`config.mk`:
```
export PLATFORM = sky130hd
export DESIGN_NAME = fetch_unit
export DESIGN_NICKNAME = d
export VERILOG_FILES = /design/src/rtl/fetch_unit_pkg.sv /design/src/rtl/fetch_queue.sv /design/src/rtl/fetch_unit.sv
export SDC_FILE = /design/constraint.sdc
export NUM_CORES = 1
export LEC_CHECK = 0
export ABC_AREA = 1
export ABC_CLOCK_PERIOD_IN_PS = 5500
export BUFFER_PORTS_ARGS = -buffer_cell sky130_fd_sc_hd__buf_2
export CAP_MARGIN = 20
export CORE_MARGIN = 5
export CORE_UTILIZATION = 57
export DETAILED_ROUTE_END_ITERATION = 8
export MAX_ROUTING_LAYER = met4
export PLACE_DENSITY = 0.89
export SYNTH_ARGS = -nofsm -noshare
export SYNTH_HDL_FRONTEND = slang
export SYNTH_SLANG_ARGS = --single-unit
```
`constraint.sdc`:
```
create_clock -name clk -period 5.5 [get_ports clk]
set_input_delay 0.55 -clock clk [delete_from_list [all_inputs] [get_ports clk]]
set_output_delay 0.55 -clock clk [all_outputs]
set_load 0.01 [all_outputs]
```
`src/rtl/fetch_unit_pkg.sv`:
```
// Shared CPU front-end package.
// Holds the default fetch geometry and the fetch-bundle layout used by the front end. It also
// provides a helper that gives the packed bundle width for any address/data width pair.
package fetch_unit_pkg;

  // Default instruction-memory word-address width.
  localparam int unsigned AddrWDefault  = 10;
  // Default instruction width.
  localparam int unsigned DataWDefault  = 32;
  // Default fetch-queue depth in bundles; must be a power of two.
  localparam int unsigned QDepthDefault = 4;

  // Two-wide fetch bundle at the default geometry.
  // pc1/instr1 are the older slot. pc2 is always pc1+1, wrapping at the address width.
  typedef struct packed {
    logic [AddrWDefault-1:0] pc1;
    logic [AddrWDefault-1:0] pc2;
    logic [DataWDefault-1:0] instr1;
    logic [DataWDefault-1:0] instr2;
  } fetch_bundle_t;

  // Packed width of a bundle for an arbitrary geometry.
  function automatic int unsigned bundle_width(input int unsigned addr_w,
                                               input int unsigned data_w);
    return 2 * addr_w + 2 * data_w;
  endfunction

endpackage

```
`src/rtl/fetch_queue.sv`:
```
// Synchronous FIFO that holds fetched bundles between the ROM and decode.
// Ports:
//   clk, rst_n : clock and asynchronous active-low reset
//   push/wdata : write one entry at the tail
//   pop        : retire the head entry; ignored while the queue is empty
//   flush      : empty the queue; overrides push and pop in the same cycle
//   rdata      : head entry; don't-care while empty
//   count      : number of valid entries, 0..Depth
//   empty      : count == 0
// Depth must be a power of two so that the pointers wrap naturally.
module fetch_queue #(
  parameter int unsigned Width = 84,
  parameter int unsigned Depth = 4,
  localparam int unsigned PtrW = (Depth > 1) ? $clog2(Depth) : 1,
  localparam int unsigned CntW = $clog2(Depth + 1)
) (
  input  logic             clk,
  input  logic             rst_n,
  input  logic             push,
  input  logic             pop,
  input  logic             flush,
  input  logic [Width-1:0] wdata,
  output logic [Width-1:0] rdata,
  output logic [CntW-1:0]  count,
  output logic             empty
);

  logic [Width-1:0] mem_q [Depth];
  logic [PtrW-1:0]  head_q, head_d;
  logic [PtrW-1:0]  tail_q, tail_d;
  logic [CntW-1:0]  count_q, count_d;
  logic             full;
  logic             do_push, do_pop;

  assign empty   = (count_q == '0);
  assign full    = (count_q == CntW'(Depth));
  assign do_push = push && !full && !flush;
  assign do_pop  = pop && !empty && !flush;

  always_comb begin
    head_d  = head_q;
    tail_d  = tail_q;
    count_d = count_q;
    if (flush) begin
      head_d  = '0;
      tail_d  = '0;
      count_d = '0;
    end else begin
      if (do_push) tail_d = tail_q + PtrW'(1);
      if (do_pop)  head_d = head_q + PtrW'(1);
      unique case ({do_push, do_pop})
        2'b10:   count_d = count_q + CntW'(1);
        2'b01:   count_d = count_q - CntW'(1);
        default: count_d = count_q;
      endcase
    end
  end

  always_ff @(posedge clk or negedge rst_n) begin
    if (!rst_n) begin
      head_q  <= '0;
      tail_q  <= '0;
      count_q <= '0;
    end else begin
      head_q  <= head_d;
      tail_q  <= tail_d;
      count_q <= count_d;
    end
  end

  // The storage needs no reset; the valid range is defined by the pointers and the count.
  always_ff @(posedge clk) begin
    if (do_push) mem_q[tail_q] <= wdata;
  end

  assign rdata = mem_q[head_q];
  assign count = count_q;

  // The credit rule in the producer must never let a push arrive at a full queue.
  no_overflow_a: assert property (@(posedge clk) disable iff (!rst_n) push && !flush |-> !full);

endmodule

```
`src/rtl/fetch_unit.sv`:
```
// Two-wide instruction fetch unit.
// It drives a dual-port synchronous ROM with a pair of consecutive word addresses. The returned
// instruction pair is packed into a bundle and queued for decode.
// Ports:
//   clk, rst_n             : clock and asynchronous active-low reset
//   rom_addr1/rom_addr2    : slot addresses f_pc and f_pc+1, driven from the PC register
//   rom_instr1/rom_instr2  : ROM data, valid one edge after the address is sampled
//   redirect/redirect_pc   : redirect strobe and target; flushes all fetched state
//   if_valid/id_ready      : decode handshake on the head bundle
//   if_pc*/if_instr*       : head bundle contents
module fetch_unit
  import fetch_unit_pkg::*;
#(
  parameter int unsigned ADDR_W = AddrWDefault,
  parameter int unsigned DATA_W = DataWDefault,
  parameter int unsigned QDEPTH = QDepthDefault
) (
  input  logic              clk,
  input  logic              rst_n,
  output logic [ADDR_W-1:0] rom_addr1,
  output logic [ADDR_W-1:0] rom_addr2,
  input  logic [DATA_W-1:0] rom_instr1,
  input  logic [DATA_W-1:0] rom_instr2,
  input  logic              redirect,
  input  logic [ADDR_W-1:0] redirect_pc,
  output logic              if_valid,
  input  logic              id_ready,
  output logic [ADDR_W-1:0] if_pc1,
  output logic [ADDR_W-1:0] if_pc2,
  output logic [DATA_W-1:0] if_instr1,
  output logic [DATA_W-1:0] if_instr2
);

  localparam int unsigned CntW    = $clog2(QDEPTH + 1);
  localparam int unsigned CreditW = CntW + 1;
  localparam int unsigned EntryW  = bundle_width(ADDR_W, DATA_W);

  typedef struct packed {
    logic [ADDR_W-1:0] pc1;
    logic [ADDR_W-1:0] pc2;
    logic [DATA_W-1:0] instr1;
    logic [DATA_W-1:0] instr2;
  } bundle_t;

  logic [ADDR_W-1:0]  f_pc_q;
  logic [ADDR_W-1:0]  inflight_pc_q;
  logic               inflight_valid_q;
  logic [CntW-1:0]    q_count;
  logic               q_empty;
  logic [CreditW-1:0] credit_used;
  logic               req;
  logic               push;
  logic               pop;
  bundle_t            push_bundle;
  bundle_t            head_bundle;

  // Queued entries plus the one in flight must leave room for the bundle being requested.
  // That bundle lands in the queue one edge after it is requested.
  assign credit_used = {1'b0, q_count} + CreditW'(inflight_valid_q);
  assign req         = !redirect && (credit_used < CreditW'(QDEPTH));

  always_ff @(posedge clk or negedge rst_n) begin
    if (!rst_n) begin
      f_pc_q           <= '0;
      inflight_pc_q    <= '0;
      inflight_valid_q <= 1'b0;
    end else begin
      inflight_valid_q <= req;
      if (redirect) begin
        f_pc_q <= redirect_pc;
      end else if (req) begin
        f_pc_q        <= f_pc_q + ADDR_W'(2);
        inflight_pc_q <= f_pc_q;
      end
    end
  end

  assign rom_addr1 = f_pc_q;
  assign rom_addr2 = f_pc_q + ADDR_W'(1);

  // ROM data for the in-flight request is on the bus now.
  // A redirect in this cycle discards it.
  assign push = inflight_valid_q && !redirect;
  assign pop  = if_valid && id_ready;

  always_comb begin
    push_bundle        = '0;
    push_bundle.pc1    = inflight_pc_q;
    push_bundle.pc2    = inflight_pc_q + ADDR_W'(1);
    push_bundle.instr1 = rom_instr1;
    push_bundle.instr2 = rom_instr2;
  end

  fetch_queue #(
    .Width(EntryW),
    .Depth(QDEPTH)
  ) u_fetch_queue (
    .clk  (clk),
    .rst_n(rst_n),
    .push (push),
    .pop  (pop),
    .flush(redirect),
    .wdata(push_bundle),
    .rdata(head_bundle),
    .count(q_count),
    .empty(q_empty)
  );

  // Masking with redirect keeps bundles from the old path from reaching decode.
  // The flush itself only takes effect on the edge.
  assign if_valid  = !q_empty && !redirect;
  assign if_pc1    = head_bundle.pc1;
  assign if_pc2    = head_bundle.pc2;
  assign if_instr1 = head_bundle.instr1;
  assign if_instr2 = head_bundle.instr2;

endmodule

```
**Word-level counts from Yosys, hierarchy flattened**

Memory sizes are Yosys's and may differ from the RTL's.
Index checks and enable logic that the tools add are counted.

- Add/sub/neg operators: 8
- Mux-type cells: 10
- Reductions and logical operators: 17
- Equal/unequal tests: 3
- $lt $le $gt $ge: 1
- Bitwise operators: 1

Operators by type and width:

| cell | number |
|---|---|
| $add A10 B1 Y10 const B | 2 |
| $mux W10 | 2 |
| $add A10 B2 Y10 const B | 1 |
| $logic_and A1 B1 Y1 | 8 |
| $mux W2 | 4 |
| $pmux W3 S2 | 1 |
| $reduce_bool A2 Y1 | 3 |
| $add A2 B1 Y2 const B | 2 |
| $add A3 B1 Y4 | 1 |
| $lt A4 B3 Y1 const B | 1 |
| $add A3 B1 Y3 const B | 1 |
| $eq A3 B3 Y1 const B | 1 |
| $logic_not A1 Y1 | 3 |
| $logic_not A3 Y1 | 1 |
| $mux W3 | 1 |
| $reduce_bool A3 Y1 | 1 |
| $sub A3 B1 Y3 const B | 1 |
| $eq A2 B1 Y1 const B | 1 |
| $eq A2 B2 Y1 const B | 1 |
| $mux W1 | 2 |
| $reduce_and A2 Y1 | 1 |
| $not A1 Y1 | 1 |

- Flip-flop bits (word level): 28
- Output and inout port bits: 105
- Word-level logic and storage cells: 47
- Input bits: 78
- Memories kept: 1
- RAM bits: 336

Memories:

| memory | depth | width | read ports | clocked after Yosys merged registers in | write ports | RTL line | text |
|---|---|---|---|---|---|---|---|
| u_fetch_queue.mem_q | 4 | 84 | 1 | 0 | 1 | fetch_queue.sv:28 | `logic [Width-1:0] mem_q [Depth];` |

**Depth between registers and ports, before layout**

- Word-level depth: 9
- Gate-level depth with buffers: 11
- Depth with buffers taken out: 11

**Modules after synthesis**

From an unflattened synthesis, not the netlist that was laid out.

- Cell total of the unflattened synthesis: 1074
- Area total of the unflattened synthesis: 14308.7 µm²

Modules (own cells, without submodules):

| module | instances | cells an instance | sequential area each (µm²) | area an instance (µm²) |
|---|---|---|---|---|
| fetch_queue | 1 | 877 | 10264.8 | 12898.6 |
| fetch_unit | 1 | 197 | 525.5 | 1410.1 |

**Least setup slack after synthesis**

OpenSTA, ideal clock, no wires.

- Path type: input -> register
- From: input port redirect
- To: memory u_fetch_queue.mem_q[0][0] (enable)
- Data required time: 4.973 ns
- Arrival: 4.502 ns
- Path buffers: 1
- Stages on the path: 4
- Library setup time: 0.527 ns
- Slack: 0.471 ns
- Cells stage by stage: clkbuf_8 nor2_1 nand2_4 nor2_1

- Longest elaborated chain between the ends: 6

RTL lines:

| item | RTL line | text |
|---|---|---|
| start: declaration | fetch_unit.sv:24 | `input logic redirect,` |
| $logic_not A1 Y1 * | fetch_queue.sv:37, fetch_unit.sv:83 |  |
| $logic_and A1 B1 Y1 | fetch_unit.sv:83 | `assign push = inflight_valid_q && !redirect;` |
| $logic_and A1 B1 Y1 | fetch_queue.sv:37 | `assign do_push = push && !full && !flush;` |
| $logic_and A1 B1 Y1 * | fetch_queue.sv:37 |  |
| $mux W1 * | fetch_queue.sv:73 | `if (do_push) mem_q[tail_q] <= wdata;` |
| $mux W1 (not written as such) * | fetch_queue.sv:73 |  |
| end: declaration | fetch_queue.sv:28 |  |

Every way passes the cells marked *; elsewhere a longest branch is shown, timed or not.

**Final worst setup path**

- From: register u_fetch_queue.head_q[0]
- To: output port if_instr2[26]

- Longest elaborated chain between the ends: 1

RTL lines:

| item | RTL line | text |
|---|---|---|
| start: declaration | fetch_queue.sv:29 | `logic [PtrW-1:0] head_q, head_d;` |
| start signal: assignment | fetch_queue.sv:61 | `head_q <= '0;` |
| start signal: assignment | fetch_queue.sv:65 | `head_q <= head_d;` |
| $mem_v2 Z4 W84 | - |  |
| end: declaration | fetch_unit.sv:31 | `output logic [DATA_W-1:0] if_instr2` |

Every way passes these cells.

==> out/summary.txt <==
Status = completed
Max-cap violations = 0
Total track usage = 0.223
Slew Limit Fails = 0
Drt drc = 0
DR vias = 9026
Unrepaired setup endpoints after global routing = no
Crit start category = flip-flop
Actual slew at the worst max-slew pin = 1.00 ns
Crit path largest cell delay = 0.74 ns
Port Buffers = 182
CTS Sinks = 364
Seq pwr share = 0.465
Wire per inst = 19.9 um
Critical-path top delay cell = dfrtp_4
Flop2flop setup slack = 3.43 ns
Grt total ovfl = 0
Die X-Extent = 168 um
GPL Wtd Cong = 0.839
Gate count after technology mapping = 1034
Total negative setup slack = 0 ns
Synthesized area = 14100 um^2
Number of global-route vias before repair = 9235
Count of cell types in the netlist = 36
Critical path peak fanout = 73
Core region area = 24400 um^2
Syn Area/Cell = 13.7 um^2
Max VDD drop = 0.241 mV
Hold_buf cts = 0
Most frequent cells in the layout = edfxtp_1, buf_2, nor2_1
Final worst-path cycle share = 0.673
Die footprint = 28100 um^2
CTS tree = done
Worst r2r dst = u_fetch_queue.count[2]$_DFFE_PN0P_
Synth warn = 0
Final min period = 3.70 ns
Required time worst endpoint = 4.95 ns
Largest net degree at the start of global routing = 101
Hpwl dp = 17.6 mm
Hold_ws = 0.0683 ns
Layout cells sized above 1 = 0.220
Worst path bufs/invs = 3
Number of fill cells = 1651
Commonest non-fill, non-tap cell in the layout = edfxtp_1
Initial drt markers = 999
Yosys reg bits = 364
Worst Skew = 0.0152 ns
Dominant synthesized flop cell = edfxtp_1
Reg clk slew, reported paths = 0.06 ns
# setup viols final = 0
Initial antenna violation count = 1
WP depth = 5
Worst r2r path cells = 11
Clock buffer depth = 3
Clk_lat worst skew = 0.50 ns
Int Power = 5.31 mW
Clock Power Share = 0.297
Worst rel slew slack = 0.330
Switch share = 0.315
FMAX = 270 MHz
Drt first pass iters = 5
Critical-path cell list = inv_4 > buf_4 > o21ai_0 > o22ai_1 > buf_2
Register area share after synthesis = 0.763
Final Hold Viols = 0
Row cnt = 57
Die Y = 168 um
Initial Util = 0.580
Power per cell area = 472 nW/um^2
First-pass GRT wire length = 48.6 mm
Critical path class = flip-flop to primary output
R2r startpoint = u_fetch_queue.count[0]$_DFFE_PN0P_
Post-route ant nets = 0
Worst EP arrival = 3.15 ns
Net Switching = 2.44 mW
Lkg Pwr = 5.95 nW
Final WL = 31.0 mm
Ys async rst share = 0.0769
# IOs = 183
Clock Tree Root = clkbuf_16
H-tree depth = 2
Synthesized Nets = 1120
Post-CTS Setup Inserts = 0
Setup crit end kind = primary output
Nets@finish = 1294
Vias/cell = 5.79
TritonCTS Buffers = 37
Post-synth EDFFs = 336
# resized after CTS = 0
Hold WC Path Type = primary input to async pin
Top delay family on crit path = buffers and inverters
Gate power share = 0.238
Layout Area Growth over Synthesis = 16.0%
==> sequential cells by signal, indices dropped and copies added, names as in the netlist <==
| register | count |
|---|---|
| u_fetch_queue.tail_q | 2 |
| rom_addr1 | 10 |
| u_fetch_queue.count | 3 |
| inflight_pc_q | 10 |
| u_fetch_queue.head_q | 2 |
| u_fetch_queue.mem_q | 336 |
| inflight_valid_q | 1 |
==> cell usage after synthesis, types with 3 or more instances <==
library cell    n  area (um^2)
nand4_1         7         43.8
buf_2          26          130
o21ai_1        23          115
clkbuf_1       26         97.6
nand3_1        13         65.1
dfrtp_1        28          701
o211ai_1        4         30.0
ha_1            7         87.6
inv_1          28          105
nor2_1        178          668
inv_2           5         18.8
edfxtp_1      336        10100
o21ai_0       161          806
buf_4           3         22.5
buf_6           3         33.8
xor2_1         14          123
o22ai_1        84          526
xnor2_1         4         35.0
nand2_1        63          236
==> final cells by class <==
class	count	area (um^2)	area share
inverters	33	126	0.00770
clock inverters	23	165	0.0101
well taps	324	405	0.0247
diodes	1	2.50	0.000153
multi-input cells	577	2960	0.180
clock buffers	41	941	0.0574
repair buffers	195	1010	0.0615
flip-flops and latches	364	10800	0.658
==> worst max-delay path by stage <==
| stage | start | end | slack (ns) |
|---|---|---|---|
| global route | u_fetch_queue.head_q[0]$_DFFE_PN0P_ | if_instr2[0] | 1.58 |
| CTS | u_fetch_queue.head_q[0]$_DFFE_PN0P_ | if_instr2[26] | 1.75 |
| floorplan | redirect | u_fetch_queue.mem_q[0][0]$_DFFE_PP_ | 0.47 |
| finish | u_fetch_queue.head_q[0]$_DFFE_PN0P_ | if_instr2[26] | 1.80 |
| detailed placement | u_fetch_queue.head_q[0]$_DFFE_PN0P_ | if_instr1[6] | 2.30 |
| global placement | u_fetch_queue.head_q[0]$_DFFE_PN0P_ | if_instr2[0] | 2.39 |
==> logic make-up after synthesis <==
| family | Yosys count | synth area share |
|---|---|---|
| AOI/OAI and AO/OA | 280 | 0.110 |
| xor gates and xnor gates | 18 | 0.0111 |
| DFF | 364 | 0.763 |
| adders and majority gates | 8 | 0.00761 |
| buffers and inverters | 93 | 0.0302 |
| and+or+nand+nor | 271 | 0.0784 |
==> layer usage <==
layer,part of all wire,track usage,vias to the layer above
met4,0.022,0.0653,0
met1,0.38,0.276,4441
met3,0.071,0.0431,60
met5,0,-,-
met2,0.53,0.379,382
li1,-,-,4143
==> through the flow <==
stage	std cells	setup WS [ns]	total power, mW	cell area [um^2]	util
2_1_floorplan	1034	0.471	4.78	14100	-
3_3_place_gp	1493	2.39	5.41	15300	0.627
3_5_place_dp	1493	2.30	5.49	15300	0.627
4_1_cts	1557	1.75	7.79	16400	0.672
5_1_grt	1558	1.58	8.13	16400	0.673
6_report	1558	1.80	7.75	16400	0.673
==> power by group through the flow <==
| stage | Sequential [mW] | Clock, mW | Combinational [mW] |
|---|---|---|---|
| 2_1_floorplan | 3.58 | 0 | 1.20 |
| 3_3_place_gp | 3.64 | 0 | 1.78 |
| 3_5_place_dp | 3.66 | 0 | 1.83 |
| 4_1_cts | 3.60 | 2.33 | 1.86 |
| 5_1_grt | 3.63 | 2.47 | 2.03 |
| 6_report | 3.60 | 2.30 | 1.84 |
(Power assumes the default switching activity.)
